===== src/rtl/hadamard_issue_if.sv =====
// Handshake and bus bundle between the Hadamard issue controller, its sample source,
// the 4-lane engine and the result sink. Lane k occupies bits [FW*(k+1)-1:FW*k].
interface hadamard_issue_if #(
    parameter int FW = 9
);
    logic            in_valid;
    logic            in_ready;
    logic [FW-1:0]   in_real;
    logic [FW-1:0]   in_imag;
    logic [FW-1:0]   in_tw_real;
    logic [FW-1:0]   in_tw_imag;
    logic            in_last;

    logic            eng_start;
    logic [4*FW-1:0] eng_in_real;
    logic [4*FW-1:0] eng_in_imag;
    logic [4*FW-1:0] eng_tw_real;
    logic [4*FW-1:0] eng_tw_imag;
    logic [4*FW-1:0] eng_out_real;
    logic [4*FW-1:0] eng_out_imag;

    logic            out_valid;
    logic            out_ready;
    logic [4*FW-1:0] out_real;
    logic [4*FW-1:0] out_imag;
    logic            out_last;

    logic            busy;
    logic            err_overflow;

    // Controller side.
    modport slave (
        input  in_valid, in_real, in_imag, in_tw_real, in_tw_imag, in_last,
        input  eng_out_real, eng_out_imag, out_ready,
        output in_ready, eng_start, eng_in_real, eng_in_imag, eng_tw_real, eng_tw_imag,
        output out_valid, out_real, out_imag, out_last, busy, err_overflow
    );

    // Environment side: sample source, engine and result sink.
    modport master (
        output in_valid, in_real, in_imag, in_tw_real, in_tw_imag, in_last,
        output eng_out_real, eng_out_imag, out_ready,
        input  in_ready, eng_start, eng_in_real, eng_in_imag, eng_tw_real, eng_tw_imag,
        input  out_valid, out_real, out_imag, out_last, busy, err_overflow
    );
endinterface


===== src/rtl/hadamard_issue_ctrl.sv =====
// Groups serial complex samples into 4-lane issues for the Hadamard engine, tracks the
// engine's fixed latency and collects results into a credit-protected output FIFO.
module hadamard_issue_ctrl #(
    parameter int expWidth    = 4,
    parameter int sigWidth    = 4,
    parameter int formatWidth = 9,
    parameter int LATENCY     = 5,
    parameter int FIFO_DEPTH  = 8
) (
    input  logic              clk,
    input  logic              rst,
    hadamard_issue_if.slave   bus
);
    localparam int FW    = formatWidth;
    localparam int PTR_W = (FIFO_DEPTH > 1) ? $clog2(FIFO_DEPTH) : 1;
    localparam int CNT_W = $clog2(FIFO_DEPTH + 1);
    localparam int SUM_W = $clog2(FIFO_DEPTH + LATENCY + 1);

    localparam logic [0:0] S_FILL  = 1'b0;
    localparam logic [0:0] S_ISSUE = 1'b1;

    if (1 + expWidth + sigWidth != formatWidth) begin : g_bad_format
        $error("formatWidth must equal 1 + expWidth + sigWidth");
    end
    if (FIFO_DEPTH < LATENCY + 1) begin : g_bad_depth
        $error("FIFO_DEPTH must be at least LATENCY + 1");
    end

    logic [0:0]         state;
    logic [1:0]         lane_cnt;
    logic               last_flag;
    logic [FW-1:0]      lane_re  [4];
    logic [FW-1:0]      lane_im  [4];
    logic [FW-1:0]      lane_twr [4];
    logic [FW-1:0]      lane_twi [4];

    logic [LATENCY-1:0] dl_valid;
    logic [LATENCY-1:0] dl_last;

    logic [4*FW-1:0]     fifo_re [FIFO_DEPTH];
    logic [4*FW-1:0]     fifo_im [FIFO_DEPTH];
    logic [FIFO_DEPTH-1:0] fifo_last;
    logic [PTR_W-1:0]    wr_ptr;
    logic [PTR_W-1:0]    rd_ptr;
    logic [CNT_W-1:0]    fifo_count;
    logic                err_q;

    logic               in_fire;
    logic               close_grp;
    logic [SUM_W-1:0]   credit_used;
    logic               credit_ok;
    logic               issue;
    logic               capture;
    logic               fifo_full;
    logic               pop;
    logic               push;

    function automatic logic [PTR_W-1:0] ptr_next(input logic [PTR_W-1:0] p);
        return (p == PTR_W'(FIFO_DEPTH - 1)) ? '0 : p + 1'b1;
    endfunction

    assign in_fire     = bus.in_valid && (state == S_FILL);
    assign close_grp   = in_fire && ((lane_cnt == 2'd3) || bus.in_last);
    // Every group issued but not yet popped holds a FIFO slot, so the FIFO can never overflow.
    assign credit_used = SUM_W'(fifo_count) + SUM_W'($countones(dl_valid));
    assign credit_ok   = credit_used < SUM_W'(FIFO_DEPTH);
    assign issue       = (state == S_ISSUE) && credit_ok;
    assign capture     = dl_valid[LATENCY-1];
    assign fifo_full   = (fifo_count == CNT_W'(FIFO_DEPTH));
    assign pop         = bus.out_ready && (fifo_count != '0);
    assign push        = capture && (!fifo_full || pop);

    // NOTE: clocked blocks use non-blocking assignments so every register updates from pre-edge values.
    always_ff @(posedge clk or negedge rst) begin
        if (!rst) begin
            state     <= S_FILL;
            lane_cnt  <= '0;
            last_flag <= 1'b0;
        end else begin
            case (state)
                S_FILL: begin
                    if (in_fire) begin
                        lane_cnt <= lane_cnt + 2'd1;
                        if (close_grp) begin
                            last_flag <= bus.in_last;
                            state     <= S_ISSUE;
                        end
                    end
                end
                S_ISSUE: begin
                    if (credit_ok) begin
                        lane_cnt <= '0;
                        state    <= S_FILL;
                    end
                end
                default: state <= S_FILL;
            endcase
        end
    end

    // The first sample of a group zeroes the other lanes, so an early in_last leaves them at SFP +0.
    always_ff @(posedge clk or negedge rst) begin
        if (!rst) begin
            for (int k = 0; k < 4; k++) begin
                lane_re[k]  <= '0;
                lane_im[k]  <= '0;
                lane_twr[k] <= '0;
                lane_twi[k] <= '0;
            end
        end else if (in_fire) begin
            for (int k = 0; k < 4; k++) begin
                if (lane_cnt == 2'(k)) begin
                    lane_re[k]  <= bus.in_real;
                    lane_im[k]  <= bus.in_imag;
                    lane_twr[k] <= bus.in_tw_real;
                    lane_twi[k] <= bus.in_tw_imag;
                end else if (lane_cnt == 2'd0) begin
                    lane_re[k]  <= '0;
                    lane_im[k]  <= '0;
                    lane_twr[k] <= '0;
                    lane_twi[k] <= '0;
                end
            end
        end
    end

    always_ff @(posedge clk or negedge rst) begin
        if (!rst) begin
            dl_valid <= '0;
            dl_last  <= '0;
        end else begin
            dl_valid <= (dl_valid << 1) | LATENCY'(issue);
            dl_last  <= (dl_last << 1)  | LATENCY'(last_flag);
        end
    end

    // NOTE: the FIFO storage is reset because out_* read the head entry directly and must be 0 after reset.
    always_ff @(posedge clk or negedge rst) begin
        if (!rst) begin
            for (int i = 0; i < FIFO_DEPTH; i++) begin
                fifo_re[i] <= '0;
                fifo_im[i] <= '0;
            end
            fifo_last  <= '0;
            wr_ptr     <= '0;
            rd_ptr     <= '0;
            fifo_count <= '0;
            err_q      <= 1'b0;
        end else begin
            if (push) begin
                fifo_re[wr_ptr]   <= bus.eng_out_real;
                fifo_im[wr_ptr]   <= bus.eng_out_imag;
                fifo_last[wr_ptr] <= dl_last[LATENCY-1];
                wr_ptr            <= ptr_next(wr_ptr);
            end
            if (pop) begin
                rd_ptr <= ptr_next(rd_ptr);
            end
            if (capture && !push) begin
                err_q <= 1'b1;
            end
            case ({push, pop})
                2'b10:   fifo_count <= fifo_count + 1'b1;
                2'b01:   fifo_count <= fifo_count - 1'b1;
                default: fifo_count <= fifo_count;
            endcase
        end
    end

    assign bus.in_ready     = (state == S_FILL);
    assign bus.eng_start    = issue;
    assign bus.eng_in_real  = {lane_re[3],  lane_re[2],  lane_re[1],  lane_re[0]};
    assign bus.eng_in_imag  = {lane_im[3],  lane_im[2],  lane_im[1],  lane_im[0]};
    assign bus.eng_tw_real  = {lane_twr[3], lane_twr[2], lane_twr[1], lane_twr[0]};
    assign bus.eng_tw_imag  = {lane_twi[3], lane_twi[2], lane_twi[1], lane_twi[0]};
    assign bus.out_valid    = (fifo_count != '0);
    assign bus.out_real     = fifo_re[rd_ptr];
    assign bus.out_imag     = fifo_im[rd_ptr];
    assign bus.out_last     = fifo_last[rd_ptr];
    assign bus.busy         = (state == S_ISSUE) || (lane_cnt != 2'd0) || (|dl_valid) || (fifo_count != '0);
    assign bus.err_overflow = err_q;

endmodule

===== src/flat_wrapper.sv =====
// flat-port wrapper written by rule: the top's interface ports become plain ports
module hadamard_issue_ctrl_flat 
#(
    parameter int expWidth    = 4,
    parameter int sigWidth    = 4,
    parameter int formatWidth = 9,
    parameter int LATENCY     = 5,
    parameter int FIFO_DEPTH  = 8
)
  (clk, rst, bus_in_valid, bus_in_real, bus_in_imag, bus_in_tw_real, bus_in_tw_imag, bus_in_last, bus_eng_out_real, bus_eng_out_imag, bus_out_ready, bus_in_ready, bus_eng_start, bus_eng_in_real, bus_eng_in_imag, bus_eng_tw_real, bus_eng_tw_imag, bus_out_valid, bus_out_real, bus_out_imag, bus_out_last, bus_busy, bus_err_overflow);
  hadamard_issue_if bus_i ();
  input  logic clk;
  input  logic rst;
  input wire logic [$bits(bus_i.in_valid)-1:0] bus_in_valid;
  input wire logic [$bits(bus_i.in_real)-1:0] bus_in_real;
  input wire logic [$bits(bus_i.in_imag)-1:0] bus_in_imag;
  input wire logic [$bits(bus_i.in_tw_real)-1:0] bus_in_tw_real;
  input wire logic [$bits(bus_i.in_tw_imag)-1:0] bus_in_tw_imag;
  input wire logic [$bits(bus_i.in_last)-1:0] bus_in_last;
  input wire logic [$bits(bus_i.eng_out_real)-1:0] bus_eng_out_real;
  input wire logic [$bits(bus_i.eng_out_imag)-1:0] bus_eng_out_imag;
  input wire logic [$bits(bus_i.out_ready)-1:0] bus_out_ready;
  output wire logic [$bits(bus_i.in_ready)-1:0] bus_in_ready;
  output wire logic [$bits(bus_i.eng_start)-1:0] bus_eng_start;
  output wire logic [$bits(bus_i.eng_in_real)-1:0] bus_eng_in_real;
  output wire logic [$bits(bus_i.eng_in_imag)-1:0] bus_eng_in_imag;
  output wire logic [$bits(bus_i.eng_tw_real)-1:0] bus_eng_tw_real;
  output wire logic [$bits(bus_i.eng_tw_imag)-1:0] bus_eng_tw_imag;
  output wire logic [$bits(bus_i.out_valid)-1:0] bus_out_valid;
  output wire logic [$bits(bus_i.out_real)-1:0] bus_out_real;
  output wire logic [$bits(bus_i.out_imag)-1:0] bus_out_imag;
  output wire logic [$bits(bus_i.out_last)-1:0] bus_out_last;
  output wire logic [$bits(bus_i.busy)-1:0] bus_busy;
  output wire logic [$bits(bus_i.err_overflow)-1:0] bus_err_overflow;
  assign bus_i.in_valid = bus_in_valid;
  assign bus_i.in_real = bus_in_real;
  assign bus_i.in_imag = bus_in_imag;
  assign bus_i.in_tw_real = bus_in_tw_real;
  assign bus_i.in_tw_imag = bus_in_tw_imag;
  assign bus_i.in_last = bus_in_last;
  assign bus_i.eng_out_real = bus_eng_out_real;
  assign bus_i.eng_out_imag = bus_eng_out_imag;
  assign bus_i.out_ready = bus_out_ready;
  assign bus_in_ready = bus_i.in_ready;
  assign bus_eng_start = bus_i.eng_start;
  assign bus_eng_in_real = bus_i.eng_in_real;
  assign bus_eng_in_imag = bus_i.eng_in_imag;
  assign bus_eng_tw_real = bus_i.eng_tw_real;
  assign bus_eng_tw_imag = bus_i.eng_tw_imag;
  assign bus_out_valid = bus_i.out_valid;
  assign bus_out_real = bus_i.out_real;
  assign bus_out_imag = bus_i.out_imag;
  assign bus_out_last = bus_i.out_last;
  assign bus_busy = bus_i.busy;
  assign bus_err_overflow = bus_i.err_overflow;
  hadamard_issue_ctrl #(.expWidth(expWidth), .sigWidth(sigWidth), .formatWidth(formatWidth), .LATENCY(LATENCY), .FIFO_DEPTH(FIFO_DEPTH)) u_core (.clk(clk), .rst(rst), .bus(bus_i));
endmodule

===== config.mk =====
export PLATFORM = sky130hd
export DESIGN_NAME = hadamard_issue_ctrl_flat
export DESIGN_NICKNAME = d
export VERILOG_FILES = /design/src/rtl/hadamard_issue_if.sv /design/src/rtl/hadamard_issue_ctrl.sv /design/src/flat_wrapper.sv
export SDC_FILE = /design/constraint.sdc
export NUM_CORES = 1
export LEC_CHECK = 0
export CAP_MARGIN = 10
export CELL_PAD_IN_SITES_DETAIL_PLACEMENT = 1
export CELL_PAD_IN_SITES_GLOBAL_PLACEMENT = 1
export CORE_MARGIN = 2
export CORE_UTILIZATION = 45
export CTS_BUF_LIST = sky130_fd_sc_hd__clkbuf_4
export DETAILED_ROUTE_END_ITERATION = 10
export PLACE_DENSITY = 0.79
export SLEW_MARGIN = 0
export SYNTH_ARGS = -nofsm -noshare
export SYNTH_HDL_FRONTEND = slang
export SYNTH_SLANG_ARGS = --single-unit

===== constraint.sdc =====
create_clock -name clk -period 2.2 [get_ports clk]
set_input_delay 0.44 -clock clk [delete_from_list [all_inputs] [get_ports clk]]
set_output_delay 0.44 -clock clk [all_outputs]
set_load 0.01 [all_outputs]

Yosys cells after proc, flatten, opt, wreduce, memory -nomap -nowiden
Cells that the tools add are included.
{"block": "totals", "regBits": 753, "in_bits": 113, "output_inout_bits": 222, "elab_cells": 141}
{"block": "classes", "n_addsub": 10, "magnitude_cmp": 7, "eq_ne": 10, "mux": 38, "bitwise": 5, "n_reduce_logical": 29}
{"op": "$bwmux W288", "n": 2}
{"op": "$bmux W36 S3", "n": 2}
{"op": "$mux W36", "n": 5}
{"op": "$mux W9", "n": 13}
{"op": "$demux W36 S3", "n": 1}
{"op": "$or A5 B1 Y5", "n": 2}
{"op": "$reduce_and A2 Y1", "n": 5}
{"op": "$reduce_bool A2 Y1", "n": 5}
{"op": "$add A4 B4 Y4", "n": 2}
{"op": "$bwmux W8", "n": 1}
{"op": "$ge A4 B4 Y1 const B", "n": 2}
{"op": "$logic_and A1 B1 Y1", "n": 8}
{"op": "$lt A3 B4 Y1 const B", "n": 2}
{"op": "$not A3 Y4", "n": 2}
{"op": "$pmux W4 S2", "n": 1}
{"op": "$add A3 B1 Y3 const B", "n": 2}
{"op": "$eq A2 B2 Y1 const B", "n": 3}
{"op": "$eq A3 B3 Y1 const B", "n": 2}
{"op": "$mux W3", "n": 2}
{"op": "$logic_or A1 B1 Y1", "n": 5}
{"op": "$mux W1", "n": 5}
{"op": "$reduce_or A5 Y1", "n": 1}
{"op": "$add A1 B1 Y2", "n": 2}
{"op": "$add A4 B1 Y4", "n": 1}
{"op": "20 further kinds", "n": 23}

Depth between registers and ports, before layout
Gate-level depths: netlist of run 1.
{"block": "logic_depth", "word_depth": 7, "mapped_depth": 11}

Worst setup path before layout of run 1
OpenSTA, ideal clock, no wires.
{"block": "synth_timing", "path_kind": "register to register", "from": "register u_core.fifo_count[1]", "to": "register u_core.fifo_count[2]", "setup_time_ns": 0.127, "arrival_ns": 2.289, "required_ns": 2.073, "slack_ns": -0.216, "stages_incl_launch_ff": 12, "period_less_slack_ns": 2.416, "path_cell_list": "dfrtp_1 -> clkbuf_2 -> or4_1 -> nand2_1 -> inv_1 -> ha_1 -> xor2_1 -> ha_1 -> a21oi_1 -> xor2_1 -> nor2_1 -> xor2_1"}
{"block": "synth_via", "elab_chain_len": 6, "word_cells_on_any_way": 12, "classes_between": "2 x add/sub; 3 x eq/ne; 1 x mux; 6 x reduce/logical"}
{"item": "start: declaration", "line": "hadamard_issue_ctrl.sv:45", "text": "logic [CNT_W-1:0] fifo_count;"}
{"item": "start signal: assignment", "line": "hadamard_issue_ctrl.sv:163", "text": "2'b10: fifo_count <= fifo_count + 1'b1;"}
{"item": "start signal: assignment", "line": "hadamard_issue_ctrl.sv:164", "text": "2'b01: fifo_count <= fifo_count - 1'b1;"}
{"item": "start signal: assignment", "line": "hadamard_issue_ctrl.sv:165", "text": "default: fifo_count <= fifo_count;"}
{"item": "$reduce_bool A4 Y1 (*)"}
{"item": "via bus_out_valid", "line": "flat_wrapper.sv:29", "text": "output wire logic [$bits(bus_i.out_valid)-1:0] bus_out_valid;"}
{"item": "$logic_and A1 B1 Y1 (*)", "line": "hadamard_issue_ctrl.sv:70", "text": "assign pop = bus.out_ready && (fifo_count != '0);"}
{"item": "via u_core.pop", "line": "hadamard_issue_ctrl.sv:55", "text": "logic pop;"}
{"item": "$logic_or A1 B1 Y1", "line": "hadamard_issue_ctrl.sv:71", "text": "assign push = capture && (!fifo_full || pop);"}
{"item": "$logic_and A1 B1 Y1", "line": "hadamard_issue_ctrl.sv:71"}
{"item": "$eq A2 B1 Y1 / $eq A2 B2 Y1 (equally long branches)", "line": "hadamard_issue_ctrl.sv:162", "text": "case ({push, pop})"}
{"item": "$pmux W4 S2 / $reduce_bool A2 Y1 (equally long branches)"}
The timed path passes the listed nets; every way through them passes the cells marked *.
A chain may end at the register's enable or synchronous reset.

Worst setup path in the final report of run 1
{"block": "layout_timing", "from": "register u_core.dl_valid[2]", "to": "output bus_eng_start"}
{"block": "layout_via", "elab_chain_len": 6}
{"item": "start: declaration", "line": "hadamard_issue_ctrl.sv:37", "text": "logic [LATENCY-1:0] dl_valid;"}
{"item": "start signal: assignment", "line": "hadamard_issue_ctrl.sv:132", "text": "dl_valid <= (dl_valid << 1) | LATENCY'(issue);"}
{"item": "$add A1 B1 Y2 (not written as such)", "line": "hadamard_issue_ctrl.sv:65", "text": "assign credit_used = SUM_W'(fifo_count) + SUM_W'($countones(dl_valid));"}
{"item": "$add A4 B4 Y4 (not written as such)", "line": "hadamard_issue_ctrl.sv:65"}
{"item": "$add A4 B1 Y4 (not written as such)", "line": "hadamard_issue_ctrl.sv:65"}
{"item": "$add A4 B4 Y4", "line": "hadamard_issue_ctrl.sv:65"}
{"item": "$lt A4 B4 Y1", "line": "hadamard_issue_ctrl.sv:66", "text": "assign credit_ok = credit_used < SUM_W'(FIFO_DEPTH);"}
{"item": "$logic_and A1 B1 Y1", "line": "hadamard_issue_ctrl.sv:67", "text": "assign issue = (state == S_ISSUE) && credit_ok;"}
{"item": "end: declaration", "line": "flat_wrapper.sv:24", "text": "output wire logic [$bits(bus_i.eng_start)-1:0] bus_eng_start;"}
No other way between the ends.

==> impl_metrics.yaml, run 1 <==
status:
  status: "finished, violations left"
  violations: "setup timing"
final_layout:
  final_common_cell: "dfrtp_1"
  mostFrequentLayoutCells: "dfrtp_1 (750), mux2_2 (435), clkbuf_4 (283)"
  utilization_pct: 62.07
  layout-drive-gt1-share_pct: 58.70
  fillers: 6505
  area_growth_pct: 36.55
  nets: 2831
  fin_cells: 3795
global_routing:
  grt_pass1_wl_um: 150100
  antenna_found_initial: 10
  grt_overflow_total: 0
  grt_pass1_vias: 24600
  grtUsageTotal_pct: 26.64
  grt_max_degree: 73
synth:
  yosysSeqAreaShare_pct: 58.09
  syn_inst: 2007
  avgSynthCellArea_um2: 16.16
  synth.distinct_cells: 38
  synth_edf_count: 0
  yosysWarnings: 0
  synthArstFlopShare_pct: 100.0
  dominantRegCellSynth: "dfrtp_1"
  synth-seq-cells: 753
  syn_area_um2: 32440
  synth_fp_nets: 2139
route:
  drtPass1Iterations: 7
  post_drt_wl_per_cell_um: 28.77
  vias_per_cell: 5.727
  wl_um: 109200
  drtAntennaViolNets: 0
  drtIter0Drc: 1247
  vias: 21730
  drc: 0
clocking:
  htreeDepth: 4
  clockRootBuffer: "clkbuf_4"
  worstSkewPairLatency_ns: 1.06
  cts.path.max_buffers: 3
  cts_tree: "done"
  clk_pin_slew_worst_paths_ns: 0.08
  cts_sinks: 753
  numCtsBuffers: 194
floorplanning:
  start_util_pct: 45.45
  core_area_um2: 71360
  fp.dieW_um: 272.5
  fp-row-count: 98
  die_y_um: 272.5
  dieArea_um2: 74240
  ios: 335
setup_path:
  required_ns: 1.76
  crit_path_start: "u_core.dl_valid[2]$_DFF_PN0_"
  crit_fanout: 3
  reg2reg_to: "u_core.fifo_count[2]$_DFFE_PN0P_"
  endpoint_kind: "output pin"
  crit_end: "bus_eng_start"
  cp.arrival_ns: 3.06
  rr_worst_depth: 13
  worstReg2RegStart: "u_core.fifo_count[1]$_DFFE_PN0P_"
  cp-start-kind: "flip-flop"
  ff2ff_setup_slack_ns: -0.51
  critPathKind: "reg -> out"
sta:
  fin_crit_ns: 3.500
  tns_ns: -115.27
  slew_violations: 0
  fin_ws_ns: -1.300
  hold_viol: 0
  setup_viol: 379
  worst_slew_pin_slew_ns: 0.5894
  rsz0062_at_grt: "true"
  max_freq_ghz: 0.2857
  finalClockSkew_ns: 0.08345
  fin_crit_sh_pct: 159.1
  slew_headroom_pct: 60.71
worst_hold_path:
  min_path_type: "in -> reg"
power_and_ir_drop:
  power.total_w: 0.07039
  power_density_nw_per_um2: 1589
  ir_drop_uv: 694.8
  leakage_nw: 20.32
place:
  gp_congestion: 0.8145
  place_ws_ns: -0.7418
  portBuffers: 334
  numPlacedInstances: 3306
  place_hpwl_um: 57680
job:
  maxCapViolCount: 0
## routing by layer
metal | share of wire, % | up-vias | GRT usage, %
met1 | 41 | 11840 | 32.63
met4 | 3.4 | 8 | 11.13
met5 | 0.049 | - | 0
li1 | - | 8959 | -
met2 | 51 | 695 | 45.23
met3 | 4.9 | 230 | 6.418
## cell usage after synthesis (2+ instances only)
cell	number	area, um2
dfrtp_1	753	18840
mux2_2	673	7579
mux4_2	146	3288
nand2_1	82	307.8
a22o_1	74	648.1
buf_2	64	320.3
clkbuf_1	54	202.7
o21ai_0	42	210.2
mux2_1	24	270.3
ha_1	17	212.7
inv_1	12	45.04
buf_6	8	90.09
nor2_1	7	26.28
buf_1	6	22.52
xor2_1	5	43.79
a21oi_1	3	15.01
nand2b_1	3	18.77
nand4b_1	3	26.28
a21o_1	2	15.01
a31o_2	2	17.52
and2_1	2	12.51
and3b_1	2	17.52
fa_1	2	40.04
nand3b_1	2	15.01
nand4_1	2	12.51
nor2b_1	2	12.51
nor3_1	2	10.01
nor4b_1	2	17.52
o21ai_1	2	10.01
## registers in the layout (all words and copies together), names as in the netlist, 4 cells and up
register	count
u_core.fifo_last	8
u_core.dl_last	5
u_core.bus.eng_in_imag	36
u_core.bus.eng_in_real	36
u_core.fifo_re	288
u_core.fifo_im	288
u_core.bus.eng_tw_real	36
u_core.dl_valid	5
u_core.bus.eng_tw_imag	36
u_core.fifo_count	4
## timing repair
item | in CTS | in global routing
endpoints found under the hold margin | 745 | 0
gates resized for setup | 1103 | 266
endpoints found under the setup margin | 293 | 666
hold buffers | 26 | 0
pin swaps | 12 | 19
buffers inserted | 69 | 35
cloned | 13 | 27
## layout make-up
type                            count  area [um2]  share of cell area, %
Timing Repair Buffer              629        7525                  16.99
Inverter                           12       47.55                 0.1073
Tap cell                          950        1189                  2.684
Clock inverter                     52       417.9                 0.9435
Antenna cell                        7       17.52                0.03955
Clock buffer                      283        2125                  4.797
Multi-Input combinational cell   1109       14120                  31.87
Sequential cell                   753       18850                  42.57
## cell families (layout without fill, tap and decap cells)
kind of cell	Yosys count	after routing	synth area share (%)
mux	843	843	34.33
fa+ha+maj	19	19	0.7792
other cells	0	7	0
xor+xnor	6	6	0.1620
buf+inv	145	976	2.114
simple gates	115	115	1.666
compound gates	126	126	2.851
flops	753	753	58.09
## report_power, final
part           switching (W)  total (W)  internal, W
clock                0.00625     0.0130      0.00671
sequential           0.00418     0.0244       0.0202
combinational         0.0132     0.0330       0.0199
total                 0.0236     0.0704       0.0468
## worst max-delay path, stage by stage, from the launching register on
cell and delay [ns]:
dfrtp_1 0.43, ha_2 0.21, fa_1 0.48, ha_4 0.29, nand4b_1 0.14, nand2_2 0.11
xor2_2 0.18, nor2_2 0.05, buf_2 0.14
## per-stage QoR
| stage | cell area (um2) | hold slack (ns) |
|---|---|---|
| floorplan | 32500 | 0.1444 |
| global placement | 38550 | 0.3373 |
| detailed placement | 38550 | 0.3395 |
| CTS | 42680 | 0.006833 |
| global route | 44290 | 0.07905 |
| finish | 44290 | 0.1298 |
## worst min-delay path by stage
stage	start	end	slack (ns)	depth (start not counted)
6_report	bus_in_real[6]	u_core.bus.eng_in_real[33]$_DFFE_PN0P_	0.13	3
3_3_place_gp	u_core.dl_last[0]$_DFF_PN0_	u_core.dl_last[1]$_DFF_PN0_	0.34	0
5_1_grt	bus_in_imag[3]	u_core.bus.eng_in_imag[12]$_DFFE_PN0P_	0.08	2
2_1_floorplan	rst	u_core.bus.eng_in_imag[0]$_DFFE_PN0P_	0.14	0
3_5_place_dp	u_core.dl_last[2]$_DFF_PN0_	u_core.dl_last[3]$_DFF_PN0_	0.34	0
4_1_cts	bus_in_imag[0]	u_core.bus.eng_in_imag[27]$_DFFE_PN0P_	0.007	3
Power figures use the tool's default switching activity.
==> inputs of run 2 (changes only) <==
- SKIP_CTS_REPAIR_TIMING: unset -> 1
==> run 2 against run 1 <==
The flow still finishes with violations (setup timing). Flip-flop and latch count stayed put. Clock power about the same. Setup slack got worse by 0.040 ns. Final cell count decreased by 1.3%. Die area is the same. Critical path type unchanged. Maximum frequency is 1.1% lower. Sequential share of layout area is 0.37 points higher. Global-route usage fell by 2.3 points. Power decreased by 1.7%. Routed wire length fell by 6.5%. First-iteration DRC count decreased by 2.9%. Register-to-register slack better by 0.06 ns.
==> impl_metrics.yaml, run 2 (same netlist as run 1, synthesis figures left out) <==
place:
  portBuffers: 334
  gp_congestion: 0.8145
  place_hpwl_um: 57680
  place_ws_ns: -0.7418
  numPlacedInstances: 3306
final_layout:
  final_common_cell: "dfrtp_1"
  reg_top3: "u_core.fifo_im: 288 flops, u_core.fifo_re: 288 flops"
  mostFrequentLayoutCells: "dfrtp_1 (749), mux2_2 (501), clkbuf_4 (283)"
  layout-drive-gt1-share_pct: 53.60
  nets: 2782
  fin_cells: 3746
  fillers: 6458
  multi_input_area_um2: 13800
  area_growth_pct: 35.40
  ff_latch_area_um2: 18860
sta:
  max_freq_ghz: 0.2824
  fin_ws_ns: -1.341
  slew_violations: 0
  fin_crit_sh_pct: 160.9
  rsz0062_at_grt: "true"
  worst_slew_pin_slew_ns: 0.5906
  fin_crit_ns: 3.541
  hold_viol: 0
  slew_headroom_pct: 60.62
  finalClockSkew_ns: 0.06787
  setup_viol: 515
status:
  violations: "setup timing"
  status: "finished, violations left"
clocking:
  cts_tree: "done"
  cts.path.max_buffers: 3
  worstSkewPairLatency_ns: 1.04
  clk_pin_slew_worst_paths_ns: 0.07
  cts_sinks: 753
  htreeDepth: 4
  numCtsBuffers: 194
  clockRootBuffer: "clkbuf_4"
floorplanning:
  start_util_pct: 45.45
  fp-row-count: 98
  die_y_um: 272.5
  core_area_um2: 71360
  dieArea_um2: 74240
  ios: 335
  fp.dieW_um: 272.5
power_and_ir_drop:
  power_frac_comb_pct: 46.4
  pwr-share-seq_pct: 35.0
  power_density_nw_per_um2: 1575
  internal-power_w: 0.04639
  leakage_nw: 21.63
  power.total_w: 0.06919
  ir_drop_uv: 726.9
  clkPwrFrac_pct: 18.6
  p_switching_w: 0.02280
  netSwitchingFraction_pct: 32.95
global_routing:
  antenna_found_initial: 12
  grtUsageTotal_pct: 24.36
  grt_pass1_vias: 23700
  grt_max_degree: 73
  grt_pass1_wl_um: 139100
  grt_overflow_total: 0
setup_path:
  cp-start-kind: "flip-flop"
  crit_fanout: 3
  endpoint_kind: "output pin"
  critPathKind: "reg -> out"
  cp.arrival_ns: 3.10
  required_ns: 1.76
route:
  drtAntennaViolNets: 0
  vias: 21210
  drtIter0Drc: 1211
  post_drt_wl_per_cell_um: 27.24
  wl_um: 102000
  drc: 0
  vias_per_cell: 5.662
  drtPass1Iterations: 5
job:
  maxCapViolCount: 0
worst_hold_path:
  min_path_type: "in -> reg"
run 2: cell types whose count changed in the layout (fill, tap and decap cells not counted), sizes merged:
cell / delta
clkbuf: +8
buf: -144
dlymetal6s2s: +145
dlygate4sd3: -23
clkdlybuf4s15: -35
run 2: power by group through the flow:
| stage | logic [W] | clock network (W) | registers [W] |
|---|---|---|---|
| 6_report | 0.0321 | 0.0129 | 0.0242 |
| 3_5_place_dp | 0.0273 | 0 | 0.0239 |
| 4_1_cts | 0.0275 | 0.0130 | 0.0238 |
| 2_1_floorplan | 0.0154 | 0 | 0.0231 |
| 3_3_place_gp | 0.0263 | 0 | 0.0232 |
| 5_1_grt | 0.0338 | 0.0139 | 0.0248 |
run 2: per-stage QoR:
step	util [%]	hold WS [ns]	area, um2	setup TNS (ns)
after floorplan	-	0.1444	32500	-5.470
after global placement	54.02	0.3373	38550	-148.88
after detailed placement	54.02	0.3395	38550	-172.82
after CTS	57.58	-0.7595	41090	-164.93
after global routing	61.54	0.01472	43910	-138.84
final	61.54	0.03336	43920	-113.33
run 2: layer usage:
layer | GRT usage (%) | up-vias | wire length [um]
met5 | 0 | - | 84
met4 | 10.31 | 12 | 3435
met3 | 6.947 | 240 | 5217
met2 | 41.03 | 598 | 52060
met1 | 29.36 | 11500 | 41240
li1 | - | 8863 | -
run 2: path summary, 6_finish.rpt:
path / from / end / slack, ns / depth (start not counted)
max in group asynchronous: rst / u_core.fifo_count[2]$_DFFE_PN0P_ / 1.37 / 3
min reg2reg: u_core.dl_last[0]$_DFF_PN0_ / u_core.dl_last[1]$_DFF_PN0_ / 0.38 / 0
max reg2reg: u_core.fifo_count[1]$_DFFE_PN0P_ / u_core.fifo_count[2]$_DFFE_PN0P_ / -0.45 / 14
max: u_core.dl_valid[0]$_DFF_PN0_ / bus_eng_start / -1.34 / 11
min in group asynchronous: rst / u_core.bus.eng_in_real[5]$_DFFE_PN0P_ / 0.15 / 3
min: bus_in_imag[7] / u_core.bus.eng_in_imag[34]$_DFFE_PN0P_ / 0.03 / 3
run 2: worst max-delay path: stages (launching register included):
cell and delay [ns]:
dfrtp_1 0.40, inv_2 0.07, ha_4 0.27, inv_2 0.04, fa_2 0.35, inv_2 0.08, ha_4 0.20, nand4b_1 0.13
nand2_2 0.08, xor2_2 0.19, nor2_2 0.12, buf_6 0.13
run 2: cell type report:
type | count | area share (%)
clock buffers | 283 | 4.838
flip-flops and latches | 753 | 42.93
multi-input cells | 1109 | 31.43
clock inverters | 52 | 0.9516
well taps | 950 | 2.707
inverters | 12 | 0.1083
repair buffers | 580 | 16.99
diodes | 7 | 0.03989
